<file path="src/rtl/a2s_controller_pkg.sv">
// Shared types and constants for the OCM-to-stream read controller.
package a2s_pkg;

  typedef enum logic [1:0] {
    IDLE = 2'd0,
    AR   = 2'd1,
    R    = 2'd2
  } state_e;

  localparam int          BURST_LEN     = 16;
  localparam int          BUF_AW        = 5;
  localparam int          BURST_BYTES   = 64;
  localparam logic [31:0] OCM_HADDR_DEF = 32'hfffc0000;
  localparam int          OCM_WIDTH_DEF = 16;

  // Burst byte address; the offset wraps inside a 2^width byte window.
  function automatic logic [31:0] burst_addr(input logic [31:0] base,
                                             input int          width,
                                             input logic [31:0] bcnt);
    logic [31:0] mask;
    mask = (width >= 32) ? '1 : ((32'd1 << width) - 32'd1);
    return base + ((bcnt * 32'(BURST_BYTES)) & mask);
  endfunction

endpackage

</file>
<file path="src/rtl/a2s_controller.sv">
// Fetches 64-byte OCM bursts into a 32-word ping-pong buffer and tracks
// the stream consumer reading it back out.
module a2s_controller
  import a2s_pkg::*;
#(
  parameter logic [31:0] ocm_haddr = OCM_HADDR_DEF,
  parameter int          ocm_width = OCM_WIDTH_DEF
) (
  input  logic              AXI_clk,
  input  logic              rst,
  input  logic              sync,
  input  logic              Oen,
  output logic [BUF_AW-1:0] Oaddr,
  output logic              a2s_ready,
  output logic [31:0]       a2s_cnt,
  output logic              a2s_underrun,
  output logic [31:0]       AXI_raddr,
  output logic              AXI_arvalid,
  input  logic              AXI_arready,
  input  logic              AXI_rvalid,
  output logic              AXI_rready,
  input  logic              AXI_rlast,
  output logic [BUF_AW-1:0] a2s_addr,
  output logic              a2s_en,
  output logic              a2s_err
);

  state_e      state_q;
  logic [35:0] cnt_q;
  logic [1:0]  valid_q, valid_d;
  logic [31:0] bcnt_q;
  logic [3:0]  beat_q;
  logic        drain_q, underrun_q, err_q;
  logic        arvalid_q, rready_q;
  logic [31:0] raddr_q;

  logic beat_acc, last_beat, fill_done;

  assign beat_acc  = (state_q == R) && AXI_rvalid;
  assign last_beat = beat_acc && (beat_q == 4'(BURST_LEN - 1));
  // A sync landing on the final beat also discards the burst.
  assign fill_done = last_beat && !drain_q && !sync;

  assign Oaddr        = cnt_q[BUF_AW-1:0];
  assign a2s_cnt      = cnt_q[35:4];
  assign a2s_ready    = valid_q[cnt_q[4]];
  assign a2s_underrun = underrun_q;
  assign a2s_err      = err_q;
  assign AXI_raddr    = raddr_q;
  assign AXI_arvalid  = arvalid_q;
  assign AXI_rready   = rready_q;
  assign a2s_addr     = {bcnt_q[0], beat_q};
  assign a2s_en       = beat_acc && !drain_q;

  // Clear applied before set so a same-half collision leaves the half valid.
  always_comb begin
    valid_d = valid_q;
    if (Oen && (cnt_q[3:0] == 4'hf)) valid_d[cnt_q[4]] = 1'b0;
    if (fill_done)                   valid_d[bcnt_q[0]] = 1'b1;
    if (sync)                        valid_d = '0;
  end

  always_ff @(posedge AXI_clk) begin
    if (rst) begin
      state_q    <= IDLE;
      cnt_q      <= '0;
      valid_q    <= '0;
      bcnt_q     <= '0;
      beat_q     <= '0;
      drain_q    <= 1'b0;
      underrun_q <= 1'b0;
      err_q      <= 1'b0;
      arvalid_q  <= 1'b0;
      rready_q   <= 1'b0;
      raddr_q    <= ocm_haddr;
    end else begin
      valid_q <= valid_d;
      cnt_q   <= sync ? '0 : cnt_q + 36'(Oen);

      if (sync)                   underrun_q <= 1'b0;
      else if (Oen && !a2s_ready) underrun_q <= 1'b1;

      if (beat_acc && (AXI_rlast != (beat_q == 4'(BURST_LEN - 1)))) err_q <= 1'b1;

      if (sync)           bcnt_q <= '0;
      else if (fill_done) bcnt_q <= bcnt_q + 32'd1;

      unique case (state_q)
        IDLE: begin
          if (!valid_q[bcnt_q[0]] && !drain_q && !sync) begin
            state_q   <= AR;
            arvalid_q <= 1'b1;
            raddr_q   <= burst_addr(ocm_haddr, ocm_width, bcnt_q);
          end
        end
        AR: begin
          if (sync) drain_q <= 1'b1;
          if (AXI_arready) begin
            state_q   <= R;
            arvalid_q <= 1'b0;
            rready_q  <= 1'b1;
            beat_q    <= '0;
          end
        end
        R: begin
          if (beat_acc) beat_q <= beat_q + 4'd1;
          if (last_beat) begin
            state_q  <= IDLE;
            rready_q <= 1'b0;
            drain_q  <= 1'b0;
          end else if (sync) begin
            drain_q <= 1'b1;
          end
        end
        default: state_q <= IDLE;
      endcase
    end
  end

endmodule

</file>
<file path="config.mk">
export PLATFORM = sky130hd
export DESIGN_NAME = a2s_controller
export DESIGN_NICKNAME = d
export VERILOG_FILES = /design/src/rtl/a2s_controller_pkg.sv /design/src/rtl/a2s_controller.sv
export SDC_FILE = /design/constraint.sdc
export NUM_CORES = 1
export LEC_CHECK = 0
export CAP_MARGIN = 5
export CORE_UTILIZATION = 45
export CTS_CLUSTER_DIAMETER = 30
export DETAILED_ROUTE_END_ITERATION = 12
export GPL_ROUTABILITY_DRIVEN = 0
export PLACE_DENSITY = 0.84
export SLEW_MARGIN = 20
export SYNTH_ARGS = -nofsm -noshare
export SYNTH_HDL_FRONTEND = slang
export SYNTH_SLANG_ARGS = --single-unit
</file>
<file path="constraint.sdc">
create_clock -name AXI_clk -period 5.8 [get_ports AXI_clk]
set_clock_uncertainty 0.05 [all_clocks]
set_input_delay 1.16 -clock AXI_clk [delete_from_list [all_inputs] [get_ports AXI_clk]]
set_output_delay 1.16 -clock AXI_clk [all_outputs]
set_load 0.1 [all_outputs]
</file>
==> results of run 1 <==
-- registers in the layout, indices dropped and copies added, names as in the netlist --
register and flops:
cnt_q 36, AXI_raddr 10, bcnt_q 10, beat_q 4, state_q 2, valid_q 2, AXI_arvalid 1, AXI_rready 1
a2s_err 1, a2s_underrun 1, drain_q 1
-- Yosys cell counts --
cell type / number
nand4_4: 1
nor2_1: 34
a311oi_1: 2
nand4_1: 12
and4_1: 5
mux2i_1: 16
nor4_1: 6
nor3b_1: 1
or4_4: 1
xnor2_1: 11
buf_1: 1
inv_1: 11
xor2_1: 4
nor2b_1: 2
nand2b_1: 8
o31ai_1: 17
a211oi_1: 1
ha_1: 9
a21o_1: 1
nand3_1: 22
buf_2: 1
nand4b_1: 1
or2_2: 2
o21a_1: 1
and3_1: 1
and2_1: 4
or4_1: 21
nand2_1: 24
buf_4: 24
o21ai_0: 15
a21oi_1: 38
o21bai_1: 1
a21boi_0: 2
conb_1: 2
buf_6: 1
and2_0: 1
mux2_2: 1
clkbuf_1: 12
or3_1: 11
dfxtp_1: 69
nor4b_1: 1
nor3_1: 3
-- worst reg2reg max path: stages (launching register included) --
cell and delay, ns:
dfxtp_1 0.36, ha_1 0.23, ha_1 0.26, inv_1 0.11
or4_1 0.69, or4_1 0.55, a21oi_1 0.15
-- layer usage --
metal	up-vias	track usage (%)	part of all wire (%)
met1	1442	24.97	43
met3	6	6.187	6.7
li1	1527	-	-
met5	-	0	0
met4	0	5.916	0.60
met2	124	36.29	49
-- layout make-up --
class	count	share of cell area [%]
inverter	11	0.9824
tap	99	2.947
clock inverter	4	0.5954
multi-input combinational	302	44.00
clock buffer	11	3.364
timing repair buffer	64	15.24
sequential	69	32.87
-- report_power, final --
group	switching (mW)	leakage, nW	internal (mW)
Combinational	0.207	0.744	0.0698
Clock	0.176	0.0812	0.163
Sequential	0.0149	0.557	0.489
Total	0.397	1.38	0.722
-- path summary, 6_finish.rpt --
| kind | end | start | slack (ns) | cells past startpoint |
|---|---|---|---|---|
| max reg2reg | cnt_q[30] | cnt_q[0] | 3.32 | 6 |
| max | a2s_en | AXI_rvalid | 1.44 | 4 |
| min | cnt_q[35] | cnt_q[35] | 0.43 | 2 |
| min reg2reg | cnt_q[35] | cnt_q[35] | 0.43 | 2 |
-- cells by family after synthesis --
logic type	after synthesis	share of synthesized area [%]
flip-flops	69	40.13
adder cells (fa/ha/maj)	9	3.272
AO/OA/AOI/OAI	78	13.23
buffers and inverters	50	8.324
other	2	0.2182
AND/OR/NAND/NOR	161	26.03
XOR/XNOR	15	3.817
multiplexers	17	4.980
==> results.toml, run 1 <==
[logic_synthesis]
ys_ff_latch = 69
synth_cell_types = 42
synth_area_leaders = "dfxtp_1 (40%), a21oi_1 (5.5%), buf_4 (5.2%), mux2i_1 (4.7%), or4_1 (4.6%)"
ys_seq_area_share_pct = 40.13
synth_cells = 401
yosysTopAreaCell = "dfxtp_1"
synth_top_area_share_pct = 40.13
ys_warn_count = 0
syn-cell-area_sq_um = 3442
synth.avg_cell_area_sq_um = 8.584

[sta]
slew_headroom_pct = 31.76
tightest_slew_ns = 1.020
fin_crit_sh_pct = 75.19
post-route-min-period_ns = 4.361
setup_violations = 0
drv_slew = 0
finalWorstSetupSlack_ns = 1.439
fmax_mhz = 229.3
rsz0062_at_grt = "no"
hold_violations = 0
fin_hold_ws_ns = 0.4346
setup_tns_ns = 0

[critical_path]
crit_family = "buffers and inverters"
critPathCaptureType = "output port"
critPathArrivalTime_ns = 3.15
cp_common_cell = "clkdlybuf4s50_1"
worst-setup-path-type = "in -> out"
required_ns = 4.59
path_cells = "clkdlybuf4s50_1 > nand2_1 > nor2_1 > clkdlybuf4s50_1"
path_max_fanout = 7
cp-start-kind = "primary input"
slowest_delay_ns = 1.14
critPathBufInv = 2
critPathSlowestCell = "clkdlybuf4s50_1"

[pwr]
total_power_mw = 1.119
cellPowerDensity_nw_per_um2 = 266.2
max-vdd-ir-drop_v = 0.0002648
power.leakage_nw = 1.382

[clock_tree]
worstSkewPairLatency_ns = 0.34
clock_sinks = 69
cts_tree = "yes"
htree_levels = 3
clock_path_buffers = 2
post_cts_buffers = 0
holdBufCountCts = 0
cts_made_buffers = 9
cts-root-buf = "clkbuf_8"
cts_resized = 0
path_clk_slew_ns = 0.07

[drt]
viasPerCell = 5.534
drc_errors = 0
wl_per_cell_um = 13.77
first_pass_iters = 5
drt_iter0_markers = 109
vias = 3099
wirelength_mm = 7.711
drtAntennaViolNets = 0

[worst_hold_path]
worstHoldPathType = "reg -> reg"

[die]
ios = 87
core.rowCount = 31
coreArea_sq_um = 7331
die_area_sq_um = 8003
chipWidth_um = 89.46
start_util_pct = 46.95
fp.dieH_um = 89.46

[layout]
final_common_cell = "dfxtp_1"
area_growth_pct = 22.10
nFillCells = 641
antenna_cells = 0
layout.nets = 473
final_core_util_pct = 57.33
final_cell_mix = "dfxtp_1 (69), clkdlybuf4s50_1 (64), a21oi_1 (38)"
regArea_sq_um = 1381
multi_input_comb_area_sq_um = 1849
stdcell_area_sq_um = 4203
drive_gt1_share_pct = 4.121
fin_cells = 560

[placed_design]
dp_hpwl_mm = 5.474
dpl-instance-area_sq_um = 4036
dp_slack_ns = 1.462
placed_cells = 545
port_buffers = 64

[global_route]
grt_overflow = 0
grt_pass1_vias = 2930
grt_max_degree = 44
grt_antenna_before_repair = 0
track_usage_pct = 20.86
grt_pass1_wl_mm = 13.03

[run]
max-cap-violations = 0

[run_status]
status = "complete, no violations"
Note: power is estimated with default switching activity, not from simulation.
==> run 2: changes to the inputs <==
--- a/config.mk
+++ b/config.mk
@@ -6,11 +6,11 @@
 export NUM_CORES = 1
 export LEC_CHECK = 0
 export CAP_MARGIN = 5
-export CORE_UTILIZATION = 45
+export CORE_UTILIZATION = 44
 export CTS_CLUSTER_DIAMETER = 30
 export DETAILED_ROUTE_END_ITERATION = 12
 export GPL_ROUTABILITY_DRIVEN = 0
-export PLACE_DENSITY = 0.84
+export PLACE_DENSITY = 0.86
 export SLEW_MARGIN = 20
 export SYNTH_ARGS = -nofsm -noshare
 export SYNTH_HDL_FRONTEND = slang
==> constraint.sdc (replaced) <==
create_clock -name AXI_clk -period 3.5 [get_ports AXI_clk]
set_clock_uncertainty 0.05 [all_clocks]
set_input_delay 0.7 -clock AXI_clk [delete_from_list [all_inputs] [get_ports AXI_clk]]
set_output_delay 0.7 -clock AXI_clk [all_outputs]
set_load 0.1 [all_outputs]
==> results.toml, run 2 (same netlist as run 1, synthesis figures left out) <==
[clock_tree]
cts_made_buffers = 9
clock_path_buffers = 2
path_clk_slew_ns = 0.07
clock_sinks = 69
worstSkewPairLatency_ns = 0.35
post_cts_buffers = 0
htree_levels = 3
cts_resized = 0
cts_tree = "yes"
holdBufCountCts = 0
cts-root-buf = "clkbuf_8"

[global_route]
grt_max_degree = 44
track_usage_pct = 19.44
grt_overflow = 0
grt_pass1_vias = 2792
grt_pass1_wl_mm = 12.92
grt_antenna_before_repair = 0

[placed_design]
dpl-instance-area_sq_um = 3931
placed_cells = 546
port_buffers = 64
dp_hpwl_mm = 5.620
dp_slack_ns = 0.2080

[layout]
largest_register = "cnt_q"
nFillCells = 685
fin_cells = 562
layout.nets = 474
area_growth_pct = 19.81
final_core_util_pct = 55.67
multi_input_comb_area_sq_um = 1849
final_cell_mix = "dfxtp_1 (69), buf_4 (46), a21oi_1 (38)"
final_common_cell = "dfxtp_1"
drive_gt1_share_pct = 14.04
regArea_sq_um = 1381
largest_reg_flops = 36
stdcell_area_sq_um = 4124
antenna_cells = 0

[die]
core.rowCount = 31
chipWidth_um = 90.45
coreArea_sq_um = 7408
start_util_pct = 46.46
fp.dieH_um = 90.45
ios = 87
die_area_sq_um = 8180

[drt]
vias = 3092
viasPerCell = 5.502
dr_wl_met3_um = 469
drtAntennaViolNets = 0
drt_iter0_markers = 129
met1Wirelength_mm = 3.396
dr.max_layer_used = "met4"
wl_met2_mm = 3.903
wl_per_cell_um = 13.97
wirelength_mm = 7.853
drc_errors = 0
first_pass_iters = 5

[worst_hold_path]
worstHoldPathType = "reg -> reg"

[sta]
post-route-min-period_ns = 2.977
fin_hold_ws_ns = 0.4324
tightest_slew_ns = 0.9766
finalWorstSetupSlack_ns = 0.5227
slew_headroom_pct = 34.69
setup_tns_ns = 0
setup_violations = 0
hold_violations = 0
rsz0062_at_grt = "no"
fin_crit_sh_pct = 85.07
drv_slew = 0
fmax_mhz = 335.9

[run_status]
status = "complete, no violations"

[critical_path]
critPathCaptureType = "register"
worst-setup-path-type = "in -> reg"
required_ns = 3.72
critPathArrivalTime_ns = 3.20
path_max_fanout = 9
cp-start-kind = "primary input"

[pwr]
total_power_mw = 1.925
power.leakage_nw = 1.494
max-vdd-ir-drop_v = 0.0002928
cellPowerDensity_nw_per_um2 = 466.7

[run]
max-cap-violations = 0
-- run 2: cell types whose count changed in the layout (fill, tap and decap cells not counted), sizes merged --
| cell | change |
|---|---|
| buf | +46 |
| clkdlybuf4s50 | -45 |
| bufinv | +1 |
| clkbuf | +1 |
| clkinvlp | -1 |
-- run 2: final timing paths --
path,cells after the start,end,from,slack (ns)
max,7,cnt_q[34],Oen,0.52
min reg2reg,2,a2s_err,a2s_err,0.43
max reg2reg,6,cnt_q[34],cnt_q[0],1.04
min,2,a2s_err,a2s_err,0.43
-- run 2: layout make-up --
cell class                 count  share of cell area, %
clock buffer                  12                  3.519
timing repair buffer          65                  12.99
clock inverter                 4                  1.153
sequential                    69                  33.49
inverter                      11                  1.001
tap                           99                  3.004
multi-input combinational    302                  44.84
-- run 2: critical path: stages --
cell and delay (ns):
clkdlybuf4s50_1 0.52, ha_1 0.24, ha_1 0.25, inv_1 0.10, or4_1 0.68, or4_1 0.55, a21oi_1 0.17
-- run 2: routing by layer --
layer,vias up,global-route usage (%)
li1,1522,-
met1,1462,22.61
met2,100,33.78
met3,8,5.640
met4,0,7.124
met5,-,0
-- run 2: report_power, final --
| group | switching, mW | internal [mW] |
|---|---|---|
| logic | 0.338 | 0.112 |
| clock network | 0.297 | 0.347 |
| registers | 0.0219 | 0.810 |
| total | 0.657 | 1.27 |
